### src/rtl/udp_seq_pkg.sv
`timescale 1ns/1ps
`default_nettype none
// ============================================================================
// Module : udp_seq_pkg
// Brief  : Shared types and default sizes for the lane-sequenced UDP block.
// Rev    : 1.0  initial release
// ============================================================================
package udp_seq_pkg;

  localparam int c_DATA_W = 128;
  localparam int c_LANE_W = 8;
  localparam int c_JOBS_W = 16;

  typedef enum logic [1:0] {
    IDLE = 2'd0,
    RUN  = 2'd1,
    DONE = 2'd2
  } seq_state_e;

  typedef enum logic {
    MODE_INV  = 1'b0,
    MODE_PASS = 1'b1
  } seq_mode_e;

endpackage
`default_nettype wire

### src/rtl/udp_lane_eval.sv
`timescale 1ns/1ps
`default_nettype none
// ============================================================================
// Module : udp_lane_eval
// Brief  : Combinational LANE_W-wide evaluation slice (invert or pass-through).
// Rev    : 1.0  initial release
// ============================================================================
module udp_lane_eval
  import udp_seq_pkg::*;
#(
  parameter int LANE_W = c_LANE_W
) (
  input  logic [LANE_W-1:0] i_lane,
  input  seq_mode_e         i_mode,
  output logic [LANE_W-1:0] o_lane
);

  logic [LANE_W-1:0] w_inv;

  generate
    for (genvar i = 0; i < LANE_W; i++) begin : g_lane
      udp_not u_not (
        .i_a (i_lane[i]),
        .o_y (w_inv[i])
      );
    end
  endgenerate

  assign o_lane = (i_mode == MODE_PASS) ? i_lane : w_inv;

endmodule
`default_nettype wire

### src/rtl/udp_not.sv
`timescale 1ns/1ps
`default_nettype none
// ============================================================================
// Module : udp_not
// Brief  : Single-bit inverter cell with a two-state truth table.
// Rev    : 1.0  initial release
// ============================================================================
module udp_not (
  input  logic i_a,
  output logic o_y
);

  always_comb begin
    case (i_a)
      1'b0:    o_y = 1'b1;
      default: o_y = 1'b0;
    endcase
  end

endmodule
`default_nettype wire

### src/rtl/udp_lane_sequencer.sv
`timescale 1ns/1ps
`default_nettype none
// ============================================================================
// Module : udp_lane_sequencer
// Brief  : Sweeps one LANE_W eval slice across a DATA_W operand, LSB lane first.
// Rev    : 1.0  initial release
// ============================================================================
module udp_lane_sequencer
  import udp_seq_pkg::*;
#(
  parameter int DATA_W = c_DATA_W,
  parameter int LANE_W = c_LANE_W
) (
  input  logic                clk,
  input  logic                rst_n,
  input  logic                in_valid,
  output logic                in_ready,
  input  logic [DATA_W-1:0]   in_data,
  input  logic                in_mode,
  input  logic                flush,
  output logic                out_valid,
  input  logic                out_ready,
  output logic [DATA_W-1:0]   out_data,
  output logic                busy,
  output logic [c_JOBS_W-1:0] jobs_done
);

  localparam int                  c_NUM_STEPS = DATA_W / LANE_W;
  localparam int                  c_STEP_W    = (c_NUM_STEPS > 1) ? $clog2(c_NUM_STEPS) : 1;
  localparam logic [c_STEP_W-1:0] c_LAST_STEP = c_STEP_W'(c_NUM_STEPS - 1);

  seq_state_e          r_state;
  seq_state_e          w_state_nxt;
  logic [c_STEP_W-1:0] r_step;
  logic [DATA_W-1:0]   r_operand;
  logic [DATA_W-1:0]   r_acc;
  seq_mode_e           r_mode;
  logic [c_JOBS_W-1:0] r_jobs_done;
  logic [LANE_W-1:0]   w_lane_in;
  logic [LANE_W-1:0]   w_lane_out;
  logic                w_accept;
  logic                w_handshake;
  logic                w_last;
  int                  w_base;

  assign in_ready    = (r_state == IDLE);
  assign out_valid   = (r_state == DONE);
  assign busy        = (r_state != IDLE);
  assign out_data    = r_acc;
  assign jobs_done   = r_jobs_done;

  // flush outranks both handshakes so an aborted cycle neither accepts nor counts
  assign w_accept    = in_valid && in_ready && !flush;
  assign w_handshake = out_valid && out_ready && !flush;
  assign w_last      = (r_step == c_LAST_STEP);
  assign w_base      = int'(r_step) * LANE_W;
  assign w_lane_in   = r_operand[w_base +: LANE_W];

  udp_lane_eval #(
    .LANE_W (LANE_W)
  ) u_eval (
    .i_lane (w_lane_in),
    .i_mode (r_mode),
    .o_lane (w_lane_out)
  );

  always_ff @(posedge clk or negedge rst_n) begin
    if (!rst_n) begin
      r_state <= IDLE;
    end else begin
      r_state <= w_state_nxt;
    end
  end

  always_comb begin
    w_state_nxt = r_state;
    if (flush) begin
      w_state_nxt = IDLE;
    end else begin
      case (r_state)
        IDLE:    if (in_valid)  w_state_nxt = RUN;
        RUN:     if (w_last)    w_state_nxt = DONE;
        DONE:    if (out_ready) w_state_nxt = IDLE;
        default:                w_state_nxt = IDLE;
      endcase
    end
  end

  always_ff @(posedge clk or negedge rst_n) begin
    if (!rst_n) begin
      r_step    <= '0;
      r_operand <= '0;
      r_mode    <= MODE_INV;
      r_acc     <= '0;
    end else if (flush) begin
      r_step <= '0;
      r_acc  <= '0;
    end else if (w_accept) begin
      r_operand <= in_data;
      r_mode    <= seq_mode_e'(in_mode);
      r_acc     <= '0;
      r_step    <= '0;
    end else if (r_state == RUN) begin
      r_acc[w_base +: LANE_W] <= w_lane_out;
      r_step                  <= w_last ? '0 : r_step + 1'b1;
    end
  end

  always_ff @(posedge clk or negedge rst_n) begin
    if (!rst_n) begin
      r_jobs_done <= '0;
    end else if (w_handshake) begin
      r_jobs_done <= r_jobs_done + 1'b1;
    end
  end

endmodule
`default_nettype wire

### config.mk
export PLATFORM = sky130hd
export DESIGN_NAME = udp_lane_sequencer
export DESIGN_NICKNAME = d
export VERILOG_FILES = /design/src/rtl/udp_seq_pkg.sv /design/src/rtl/udp_lane_eval.sv /design/src/rtl/udp_not.sv /design/src/rtl/udp_lane_sequencer.sv
export SDC_FILE = /design/constraint.sdc
export NUM_CORES = 1
export LEC_CHECK = 0
export CELL_PAD_IN_SITES_DETAIL_PLACEMENT = 1
export CELL_PAD_IN_SITES_GLOBAL_PLACEMENT = 1
export CORE_MARGIN = 5
export CORE_UTILIZATION = 44
export DETAILED_ROUTE_END_ITERATION = 16
export PLACE_DENSITY_LB_ADDON = 0.25
export SLEW_MARGIN = 20
export SYNTH_ARGS = -nofsm -noshare
export SYNTH_HDL_FRONTEND = slang
export SYNTH_SLANG_ARGS = --single-unit
### constraint.sdc
create_clock -name clk -period 4.9 [get_ports clk]
set_input_delay 0.98 -clock clk [delete_from_list [all_inputs] [get_ports clk]]
set_output_delay 0.98 -clock clk [all_outputs]
set_load 0.005 [all_outputs]
==> results summary, run 1 <==
For this block, the via count after detailed routing is 8478. The overall routing resource usage came out at 22.41%. Row generation in the floorplan step produced 60 rows.

The detailed-route DRC error count came out at 0. The effective utilization at floorplan came out at 44.75%. No sink is reached through more buffers than the 3 on the longest clock path. STA classifies the critical path endpoint as a flop.

The number of storage elements in the synthesis netlist is 279. The number of slew-limit violations in the final report came out at 0. The number of antenna violations at the first check in global routing was 2.

In this run, post-CTS hold repair placed 0 buffers. The worst-case IR drop observed on VDD is 232.8 µV. The largest area contributor in the netlist is sky130_fd_sc_hd__dfrtp_1. The clock drives 279 sinks. The H-tree depth came out at 1. The portion of the post-synthesis area used by sequential elements is 57.89%. In this run the tool buffered the top-level ports with 280 buffer cells.

At the later pin of the worst-skew pair, clock insertion delay measures 0.55 ns. The clock edge transition at the registers on the reported setup and hold paths came out at 0.06 ns. The data arrival time at the worst-slack endpoint is 3.78 ns. Setup violations remaining at the end of the flow were counted as 0. The area of the placeable core came out at 0.02695 mm². The power per cell area is 425.3 mW/mm².

The critical path starts at r_step[0]. The startpoint kind of the worst setup timing path is a flop. Derived from the worst setup path, the maximum achievable clock frequency is 0.3038 GHz. Leaving out fill and tap cells, the most frequent cell in the layout is sky130_fd_sc_hd__clkdlybuf4s50_1. The count of cells in the finished layout, fillers not included, comes to 1482. Setup repair after global routing left no endpoint under its margin. The number of failing hold endpoints at the final stage is 0. The proportion of synthesized flip-flops having asynchronous set or reset is 100.0%. The path class of the lowest-slack min-delay path is flop to flop. The share of layout cells above drive strength 1 is 21.65%.

For the pin with the worst max-slew slack, the measured transition is 1.071 ns. The average instance area after synthesis is 14.36 µm². The die is 175.6 µm wide. The via density per instance is 5.721.

Entering global routing, the biggest net connects 131 pins. The critical path is of the flop to flop type. The violation count after the first detailed-route iteration is 482. The most frequently used flop master after synthesis is sky130_fd_sc_hd__dfrtp_1. The final period demand of the worst path came out at 3.292 ns. TritonCTS built the clock tree.

The count of nets after finishing is 1258. The post-CTS setup repair buffer count came out at 0. The number of nets produced by synthesis came out at 980.

The utilization after layout is 59.88%. The detailed placer's ending HPWL is 24900 µm. The warning count from the yosys run is 0. The share of Yosys cell area claimed by the top area cell type is 57.89%. The synthesized design contains 0 enable-type register cells. The worst-case clock skew is 0.01089 ns. The antenna cell count is 0. The beginning of the worst register-to-register path is r_step[0]. Global routing finished with a remaining overflow of 0. Overall power consumption after layout is estimated at 6.863 mW. The number of buffers added by the clock tree synthesis step is 29. The die is 175.6 µm tall. The flow ran to the end, and the final reports show no timing, DRC or antenna violations. The combined area of all synthesized cells is 0.01206 mm².

The count of cell types in the netlist came out at 55. The cell count after synthesis came out at 840. The full die area is 0.03082 mm². The first-pass GRT wire length is 54650 µm.

The aggregate negative setup slack is 0 ns. The number of cells in the design after placement came out at 1428. The remaining antenna violation count is 0. The static leakage is 6.868 nW.

STA puts the critical path data required time at 5.38 ns. The via count of the first global-routing pass was 9069. Routability-driven placement finished with a final weighted congestion of 0.8004. The hold path startpoint is jobs_done[15]. Across the run, the number of max-cap violations was 0. The final clock period utilization by the worst path came out at 67.18%. Yosys attributes the largest share of cell area to sky130_fd_sc_hd__dfrtp_1, sky130_fd_sc_hd__mux2_2, sky130_fd_sc_hd__a22o_1, sky130_fd_sc_hd__mux2i_1, sky130_fd_sc_hd__buf_6. The area growth from synthesis to final layout came out at 33.81%. The count of filler cells inserted in the layout is 2570. The top cell types in the final layout, fill and taps aside, are sky130_fd_sc_hd__clkdlybuf4s50_1, sky130_fd_sc_hd__dfrtp_1, sky130_fd_sc_hd__mux2_2. The final wirelength is 35510 µm.

The maximum fanout along the worst path is 26. The count of cells resized by post-cts repair came out at 0. After detailed routing, the average wire length per cell comes to 23.96 µm. The first-pass detailed-route iteration total is 5. The clock tree root buffer cell is sky130_fd_sc_hd__clkbuf_16. The relative slew slack is 28.54%.

During I/O placement, the number of pins put on the boundary was 281.
[flip-flops by register name, summed over array words and instances (netlist names)]
name	flops
out_data	128
r_state	2
jobs_done	16
r_step	4
r_operand	128
r_mode	1
[power by group]
group          leakage, nW  switching [mW]  internal (mW)
clock                0.538           0.925           1.53
sequential            3.60           0.239           2.65
combinational         2.73           0.829          0.694
total                 6.87            1.99           4.87
[cells in the mapped netlist (2+ instances only)]
master	n
sky130_fd_sc_hd__a21oi_1	6
sky130_fd_sc_hd__a221oi_1	16
sky130_fd_sc_hd__a22o_1	127
sky130_fd_sc_hd__a31oi_1	11
sky130_fd_sc_hd__and2_1	2
sky130_fd_sc_hd__and3_1	8
sky130_fd_sc_hd__and4_1	2
sky130_fd_sc_hd__buf_1	2
sky130_fd_sc_hd__buf_12	3
sky130_fd_sc_hd__buf_2	14
sky130_fd_sc_hd__buf_4	3
sky130_fd_sc_hd__buf_6	14
sky130_fd_sc_hd__clkbuf_1	5
sky130_fd_sc_hd__clkdlybuf4s25_2	2
sky130_fd_sc_hd__dfrtp_1	279
sky130_fd_sc_hd__ha_1	6
sky130_fd_sc_hd__inv_1	6
sky130_fd_sc_hd__inv_2	2
sky130_fd_sc_hd__mux2_1	12
sky130_fd_sc_hd__mux2_2	142
sky130_fd_sc_hd__mux2_4	8
sky130_fd_sc_hd__mux2i_1	38
sky130_fd_sc_hd__mux2i_2	2
sky130_fd_sc_hd__nand2_1	19
sky130_fd_sc_hd__nand2b_1	6
sky130_fd_sc_hd__nand3_1	7
sky130_fd_sc_hd__nand4_1	2
sky130_fd_sc_hd__nor2_1	15
sky130_fd_sc_hd__nor2_2	2
sky130_fd_sc_hd__nor2_4	2
sky130_fd_sc_hd__nor2b_1	2
sky130_fd_sc_hd__nor3_1	6
sky130_fd_sc_hd__nor3_2	6
sky130_fd_sc_hd__o21ai_0	4
sky130_fd_sc_hd__o22ai_1	16
sky130_fd_sc_hd__xnor2_1	12
sky130_fd_sc_hd__xor2_1	6
sky130_fd_sc_hd__xor2_2	8
[path summary, 6_finish.rpt]
path / to / slack (ns) / depth (start not counted)
max in group asynchronous: out_data[17] / 3.17 / 2
min in group asynchronous: jobs_done[15] / 0.49 / 1
hold reg to reg: jobs_done[15] / 0.48 / 1
setup reg to reg: out_data[86] / 1.61 / 6
setup / recovery: out_data[86] / 1.61 / 6
hold / removal: jobs_done[15] / 0.48 / 1
[cells by family (layout without fill, tap and decap cells)]
family | count (synthesis) | in the layout | share of synthesized area, %
buf+inv | 54 | 355 | 3.486
compound gates | 186 | 186 | 12.70
flops | 279 | 279 | 57.89
xor+xnor | 26 | 26 | 2.386
fa+ha+maj | 6 | 6 | 0.6225
simple gates | 87 | 87 | 4.160
mux | 202 | 202 | 18.76
[worst max-delay path, stage by stage (launching register included)]
cell,delay [ns]
sky130_fd_sc_hd__dfrtp_2,0.78
sky130_fd_sc_hd__nand2b_1,0.40
sky130_fd_sc_hd__o22ai_1,0.18
sky130_fd_sc_hd__a221oi_1,0.49
sky130_fd_sc_hd__mux2i_1,0.21
sky130_fd_sc_hd__xor2_2,0.84
sky130_fd_sc_hd__a22o_1,0.29
[layer usage]
metal | GRT usage [%] | wire length (µm) | up-vias
met5 | 0 | 27 | -
met4 | 6.140 | 972 | 4
met3 | 4.025 | 2029 | 62
met2 | 37.88 | 17390 | 281
met1 | 29.96 | 15100 | 4413
li1 | - | - | 3718
[through the flow]
step	hold slack, ns	cell area [µm²]	setup slack (ns)
final	0.4752	16140	1.608
after global routing	0.5064	16140	1.382
after CTS	0.4747	16120	1.599
after detailed placement	0.4630	15030	1.624
after global placement	0.4605	15030	1.608
after floorplan	0.4647	12060	2.287
[layout make-up]
class | count | area, µm² | area share [%]
Inverter | 8 | 30.03 | 0.1861
Sequential cell | 279 | 6984 | 43.28
Timing Repair Buffer | 293 | 2930 | 18.16
Clock inverter | 10 | 178.9 | 1.109
Multi-Input combinational cell | 507 | 4686 | 29.04
Tap cell | 341 | 426.7 | 2.644
Clock buffer | 44 | 902.1 | 5.590
Power figures use the tool's default switching activity.
==> inputs of run 2 (changes only) <==
- CORE_UTILIZATION: 44 -> 37
- clock period: 4.9 -> 2.7 ns (I/O delays scaled with it)
==> run 2 against run 1 <==
The flow now finishes with violations (negative hold slack). Setup slack worse by 1.5 ns. Via count rose by 1.1%. Clock power rose by 71%.
==> results summary, run 2 (synthesized netlist as in run 1, its figures left out) <==
The run finished, with violations left. The final reports fail on negative hold slack. The power after layout is 12.70 mW.

The max-cap violation count came out at 0. At the worst endpoint, the required time is 3.14 ns. The number of cells in the design after placement came out at 1590. The start-to-end type of the worst setup path is flop to flop.

The first-pass detailed-route iteration total came out at 4. The startpoint kind of the worst setup timing path is a flop. The worst hold margin came out at -0.01806 ns.

Setup repair after global routing could not meet its margin everywhere. The count of filler cells inserted in the layout came out at 3221. Sequential cells account for 40.8% of the total power. Combinational cells account for 26.2% of the total power.

In the final layout, the share of cells above drive strength 1 is 27.48%. From synthesis to final layout, the design area changed by 40.94%. The top cell types in the final layout, fill and taps aside, are sky130_fd_sc_hd__clkdlybuf4s50_1, sky130_fd_sc_hd__dfrtp_1, sky130_fd_sc_hd__mux2_2. The count of non-filler cells in the finished layout came out at 1655. The via count of the first global-routing pass is 9224. The clock latency reported for the late side of the worst-skew pair came out at 0.55 ns. The power per cell area is 747.0 mW/mm².

The detailed-route DRC error count is 0. The number of slew-limit violations in the final report came out at 0. The routability congestion estimate came out at 0.8281.

The post-place instance area is 0.01574 mm². The number of failing hold endpoints at the final stage is 5. On the critical path, the stage with the largest delay is an instance of sky130_fd_sc_hd__dfrtp_2. The total area inside the core boundary comes to 0.03237 mm². The data arrival time at the worst-slack endpoint is 3.03 ns. The global routing stage identified its most utilized layer as met2. The standard-cell row count is 66. The die covers 0.03631 mm². Global routing consumed, on the met2 layer, 32.89% of the routing resources. TritonCTS built the clock tree. The most common library cell in the layout ignoring fill and taps is sky130_fd_sc_hd__clkdlybuf4s50_1. The number of buffers added on ports is 280.

The placement-stage worst setup slack is -0.2967 ns. The switching power is 3.778 mW. The critical path's largest stage delay came out at 0.50 ns. The highest achievable clock rate came out at 0.3848 GHz. Global routing consumed, over all layers together, 19.67% of the routing resources. The kind of capture point of the worst setup path is a flop. The pin count of the biggest net entering global routing came out at 85. Summed over all layers, the global routing overflow is 0. The setup slack after layout is 0.1013 ns. The via density per instance is 5.178.

The post-route standard cell area excluding fillers is 0.01700 mm². The total internal power came out at 8.919 mW. The largest buffer count on any clock path is 3. The count of nets after finishing is 1329. Along the worst path, the maximum fanout reaches 11. For the final routed database, the setup TNS stands at 0 ns.

The detailed router placed 8570 vias in this run. The final setup violation count is 0. The global routing met1 resource utilization came out at 27.72%. The effective utilization at floorplan came out at 37.26%. The met3 global-route usage is 3.039%. The final wirelength came out at 36600 µm. The final period demand of the worst path is 2.599 ns. The relative slew slack came out at 45.02%.

The first-pass GRT wire length came out at 56590 µm. The final clock period utilization by the worst path came out at 96.25%. The number of buffers added by the clock tree synthesis step is 31. The per-cell routed wire length came out at 22.12 µm. The actual slew at the worst max-slew pin is 0.8247 ns. The detailed placer's ending HPWL is 26970 µm. The die width is 190.5 µm.

The worst-case IR drop observed on VDD is 544.8 µV. The signal on the critical path passes through buf_6, inv_1, ha_1, nand2b_1, a311oi_4, and2_1, a31oi_2, a22o_2. The share of total power dissipated in the clock network is 32.9%.

The clock arrives with 0.009236 ns of skew. The violation count after the first detailed-route iteration came out at 409. The clock edge transition at the registers on the reported setup and hold paths came out at 0.06 ns. The die height is 190.5 µm.

The cell sitting at the root of the clock tree is a sky130_fd_sc_hd__clkbuf_16. The H-tree depth came out at 1. The static leakage is 7.259 nW. The top-level I/O count came out at 281.

The number of antenna violations at the first check in global routing came out at 0. The remaining antenna violation count came out at 0. The switching part of the total is 29.75%.

The path class of the lowest-slack min-delay path is input pin to async pin. The tree built by TritonCTS fans out to 279 sinks.
run 2: cell types whose count changed in the layout (fill, tap and decap cells not counted), sizes merged, moves of 2 or more:
cell      change
clkinv        +7
clkinvlp      +2
clkbuf        -3
buf          +69
bufinv        -3
run 2: per-stage QoR:
stage	hold slack [ns]	utilization (%)
after floorplan	0.2444	-
after global placement	0.4587	48.60
after detailed placement	0.4822	48.63
after CTS	0.02304	52.04
after global routing	0.04551	52.50
final	-0.01806	52.51
run 2: layer usage:
| layer | vias up | routed length, µm |
|---|---|---|
| met5 | - | 0 |
| met4 | 0 | 611 |
| met2 | 256 | 17810 |
| met1 | 4421 | 16220 |
| met3 | 39 | 1952 |
| li1 | 3854 | - |
run 2: layout make-up:
class | count | area (µm²) | share of cell area, %
multi-input combinational | 507 | 4795 | 28.21
antenna | 1 | 2.502 | 0.01472
clock buffer | 41 | 883.3 | 5.197
inverter | 8 | 30.03 | 0.1767
clock inverter | 15 | 133.9 | 0.7876
tap | 442 | 553.0 | 3.254
timing repair buffer | 362 | 3615 | 21.27
sequential | 279 | 6985 | 41.10
run 2: path summary, 6_finish.rpt:
kind | startpoint | cells after the start | endpoint | slack (ns)
min in group clk | jobs_done[15] | 1 | jobs_done[15] | 0.49
setup reg to reg | r_step[1] | 8 | out_data[119] | 0.10
max in group asynchronous | rst_n | 2 | out_data[28] | 1.87
setup / recovery | r_step[1] | 8 | out_data[119] | 0.10
hold / removal | rst_n | 1 | out_data[61] | -0.02
hold reg to reg | jobs_done[15] | 1 | jobs_done[15] | 0.49
run 2: worst max-delay path: cells and delay by family, from the launching register on:
| kind | cells | cell delay [ns] |
|---|---|---|
| AO/OA/AOI/OAI | 3 | 0.85 |
| flip-flops | 1 | 0.50 |
| AND/OR/NAND/NOR | 2 | 0.49 |
| buffers and inverters | 2 | 0.36 |
| adder cells (fa/ha/maj) | 1 | 0.27 |
run 2: repair_timing:
| item | CTS | global route |
|---|---|---|
| resized for setup | 9 | 11 |
| buffers inserted | 1 | 7 |
| pin swaps | 1 | 3 |
| hold buffers | 0 | 0 |
| endpoints found under the setup margin | 95 | 106 |
run 2: power by group through the flow:
stage | clock network, mW | registers (mW) | logic [mW]
finish | 4.18 | 5.18 | 3.33
floorplan | 0 | 5.10 | 1.93
CTS | 4.29 | 5.19 | 3.24
detailed placement | 0 | 5.26 | 3.13
global route | 4.47 | 5.26 | 3.59
global placement | 0 | 5.23 | 3.06
==> inputs of run 3 (changes only) <==
- CAP_MARGIN: default -> 40
==> run 3 against run 2 <==
The run now ends clean. Clock skew grew 0.0045 ns. Via count shrank 0.21%. Critical endpoint is now out_data[53]. Design area is essentially flat. Global-route usage grew 0.27 points. Largest power group unchanged. Total power grew 0.19%. Clock-buffer cell count is the same.
==> results summary, run 3 (synthesized netlist as in run 1, its figures left out) <==
The final setup violation count is 0. The flow ran to the end, and the final reports show no timing, DRC or antenna violations. The overall routing resource usage came out at 19.94%. The most common library cell in the layout ignoring fill and taps is sky130_fd_sc_hd__clkdlybuf4s50_1. By startpoint and endpoint, the worst setup path is classified as flop to flop. The die height came out at 190.5 µm. The final wirelength came out at 36970 µm. The via count of the first global-routing pass came to 9320. The data required time of the critical path came out at 3.12 ns.

The actual slew at the worst max-slew pin came out at 0.8565 ns. The pin count of the biggest net entering global routing is 85. Routability-driven placement finished with a final weighted congestion of 0.8281. The worst reg-to-reg path cell count came out at 8. After detailed routing, the number of vias per cell comes to 5.161. The number of buffers added on ports came out at 280. The count of filler cells inserted in the layout came out at 3238. STA classifies the critical path endpoint as a flop. The total of hold buffers inserted after clock tree synthesis came out at 0.

The clock edge transition at the registers on the reported setup and hold paths is 0.06 ns. The data arrival time at the worst-slack endpoint is 3.00 ns. The count of nets after finishing came out at 1333. Across all hold checks on the routed design, the worst slack comes to 0.001730 ns. The relative slew slack came out at 42.90%. The library cells used most frequently in the layout, excluding fill and tap cells, are sky130_fd_sc_hd__clkdlybuf4s50_1, sky130_fd_sc_hd__dfrtp_1, sky130_fd_sc_hd__mux2_2. The worst-case clock skew is 0.01377 ns. The detail route stage leaves a number of antenna-violating nets equal to 0. The effective utilization at floorplan came out at 37.26%. The number of failing hold endpoints at the final stage came out at 0. The top-level I/O count is 281. In the routed design, unresolved DRC markers number 0. Relative to the synthesized area, the layout overhead comes to 40.82%. Before antenna repair, the detailed router went through 4 iterations. The number of antenna violations at the first check in global routing came out at 1. The final period demand of the worst path is 2.576 ns. The number of buffers added by the clock tree synthesis step is 29.

Dividing the final minimum period by the clock period gives 95.40%. The aggregate negative setup slack came out at 0 ns. The area of the placeable core is 0.03237 mm². The clock latency reported for the late side of the worst-skew pair came out at 0.54 ns. The tightest min-delay check is of the input pin to async pin type. The violation count after the first detailed-route iteration came out at 436. The static leakage came out at 7.270 nW. The maximum fanout along the worst path came out at 11. The floorplan has 66 rows. The first-pass GRT wire length came out at 57130 µm.

The highest achievable clock rate is 0.3882 GHz. The detailed router placed 8552 vias in this run. The number of slew-limit violations in the final report is 0. The die width came out at 190.5 µm.

The max-cap violation count is 0. In this run the number of H-tree levels came out at 1. The largest buffer count on any clock path is 3. After global routing the overflow that remains totals 0. The detailed placer's ending HPWL is 27210 µm. The number of clock sinks seen by CTS came out at 279. The worst setup path is launched from a flop. TritonCTS built the clock tree.

The power per cell area came out at 749.0 mW/mm². The per-cell routed wire length came out at 22.31 µm. The peak supply drop is 438.5 µV. The full die area is 0.03631 mm². The share of layout cells above drive strength 1 is 27.43%.

The clock tree root buffer cell is sky130_fd_sc_hd__clkbuf_16.
run 3: cell count changes in the layout (fill, tap and decap cells not counted), moves of 3 or more:
cell / change
sky130_fd_sc_hd__buf_4: +6
sky130_fd_sc_hd__clkinv_2: -4
sky130_fd_sc_hd__buf_12: -3
sky130_fd_sc_hd__buf_6: +3
run 3: cell type report:
class | count | area (µm²) | area share, %
Antenna cell | 1 | 2.502 | 0.01473
Clock buffer | 41 | 850.8 | 5.010
Clock inverter | 11 | 157.7 | 0.9282
Inverter | 8 | 30.03 | 0.1768
Multi-Input combinational cell | 507 | 4772 | 28.10
Sequential cell | 279 | 6984 | 41.12
Tap cell | 442 | 553.0 | 3.256
Timing Repair Buffer | 368 | 3633 | 21.39
run 3: per-stage QoR:
| stage | setup slack, ns | total power, mW | utilization [%] | area, µm² | std cells |
|---|---|---|---|---|---|
| 6_report | 0.1242 | 12.72 | 52.47 | 16980 | 1657 |
| 2_1_floorplan | 0.08740 | 7.035 | - | 12060 | 840 |
| 5_1_grt | -0.009756 | 13.34 | 52.46 | 16980 | 1656 |
| 4_1_cts | -0.1136 | 12.81 | 51.98 | 16830 | 1647 |
| 3_5_place_dp | -0.09258 | 8.484 | 48.74 | 15780 | 1593 |
| 3_3_place_gp | -0.3937 | 8.291 | 48.60 | 15730 | 1590 |
run 3: critical path, stage by stage, from the launching register on:
cell and delay [ns]:
sky130_fd_sc_hd__dfrtp_2 0.47, sky130_fd_sc_hd__buf_6 0.22, sky130_fd_sc_hd__inv_1 0.14, sky130_fd_sc_hd__ha_1 0.27, sky130_fd_sc_hd__nand2b_1 0.20, sky130_fd_sc_hd__a311oi_4 0.39, sky130_fd_sc_hd__and2_2 0.30, sky130_fd_sc_hd__a31oi_2 0.22
sky130_fd_sc_hd__a22o_1 0.25
run 3: per-layer routing:
| metal | GRT usage, % | vias up | wire length (µm) |
|---|---|---|---|
| li1 | - | 3862 | - |
| met1 | 27.70 | 4389 | 16360 |
| met2 | 33.16 | 259 | 17870 |
| met3 | 3.662 | 40 | 2117 |
| met4 | 3.812 | 2 | 611 |
| met5 | 0 | - | 13 |
run 3: final timing paths:
| path | slack, ns | endpoint | startpoint |
|---|---|---|---|
| max | 0.12 | out_data[53] | r_step[1] |
| min | 0.002 | out_data[61] | rst_n |
| max reg2reg | 0.12 | out_data[53] | r_step[1] |
| min reg2reg | 0.49 | jobs_done[15] | jobs_done[15] |
| max in group asynchronous | 1.86 | r_operand[24] | rst_n |
| min in group clk | 0.49 | jobs_done[15] | jobs_done[15] |
run 3: report_power, final:
part / internal [mW] / switching, mW
registers: 4.81 / 0.366
clock network: 2.56 / 1.65
logic: 1.60 / 1.73
total: 8.97 / 3.75
run 3: repair_timing:
item	in CTS	in global routing
resized for setup	5	12
setup buffers	2	9
pin swaps	1	2
endpoints found under the setup margin	83	128
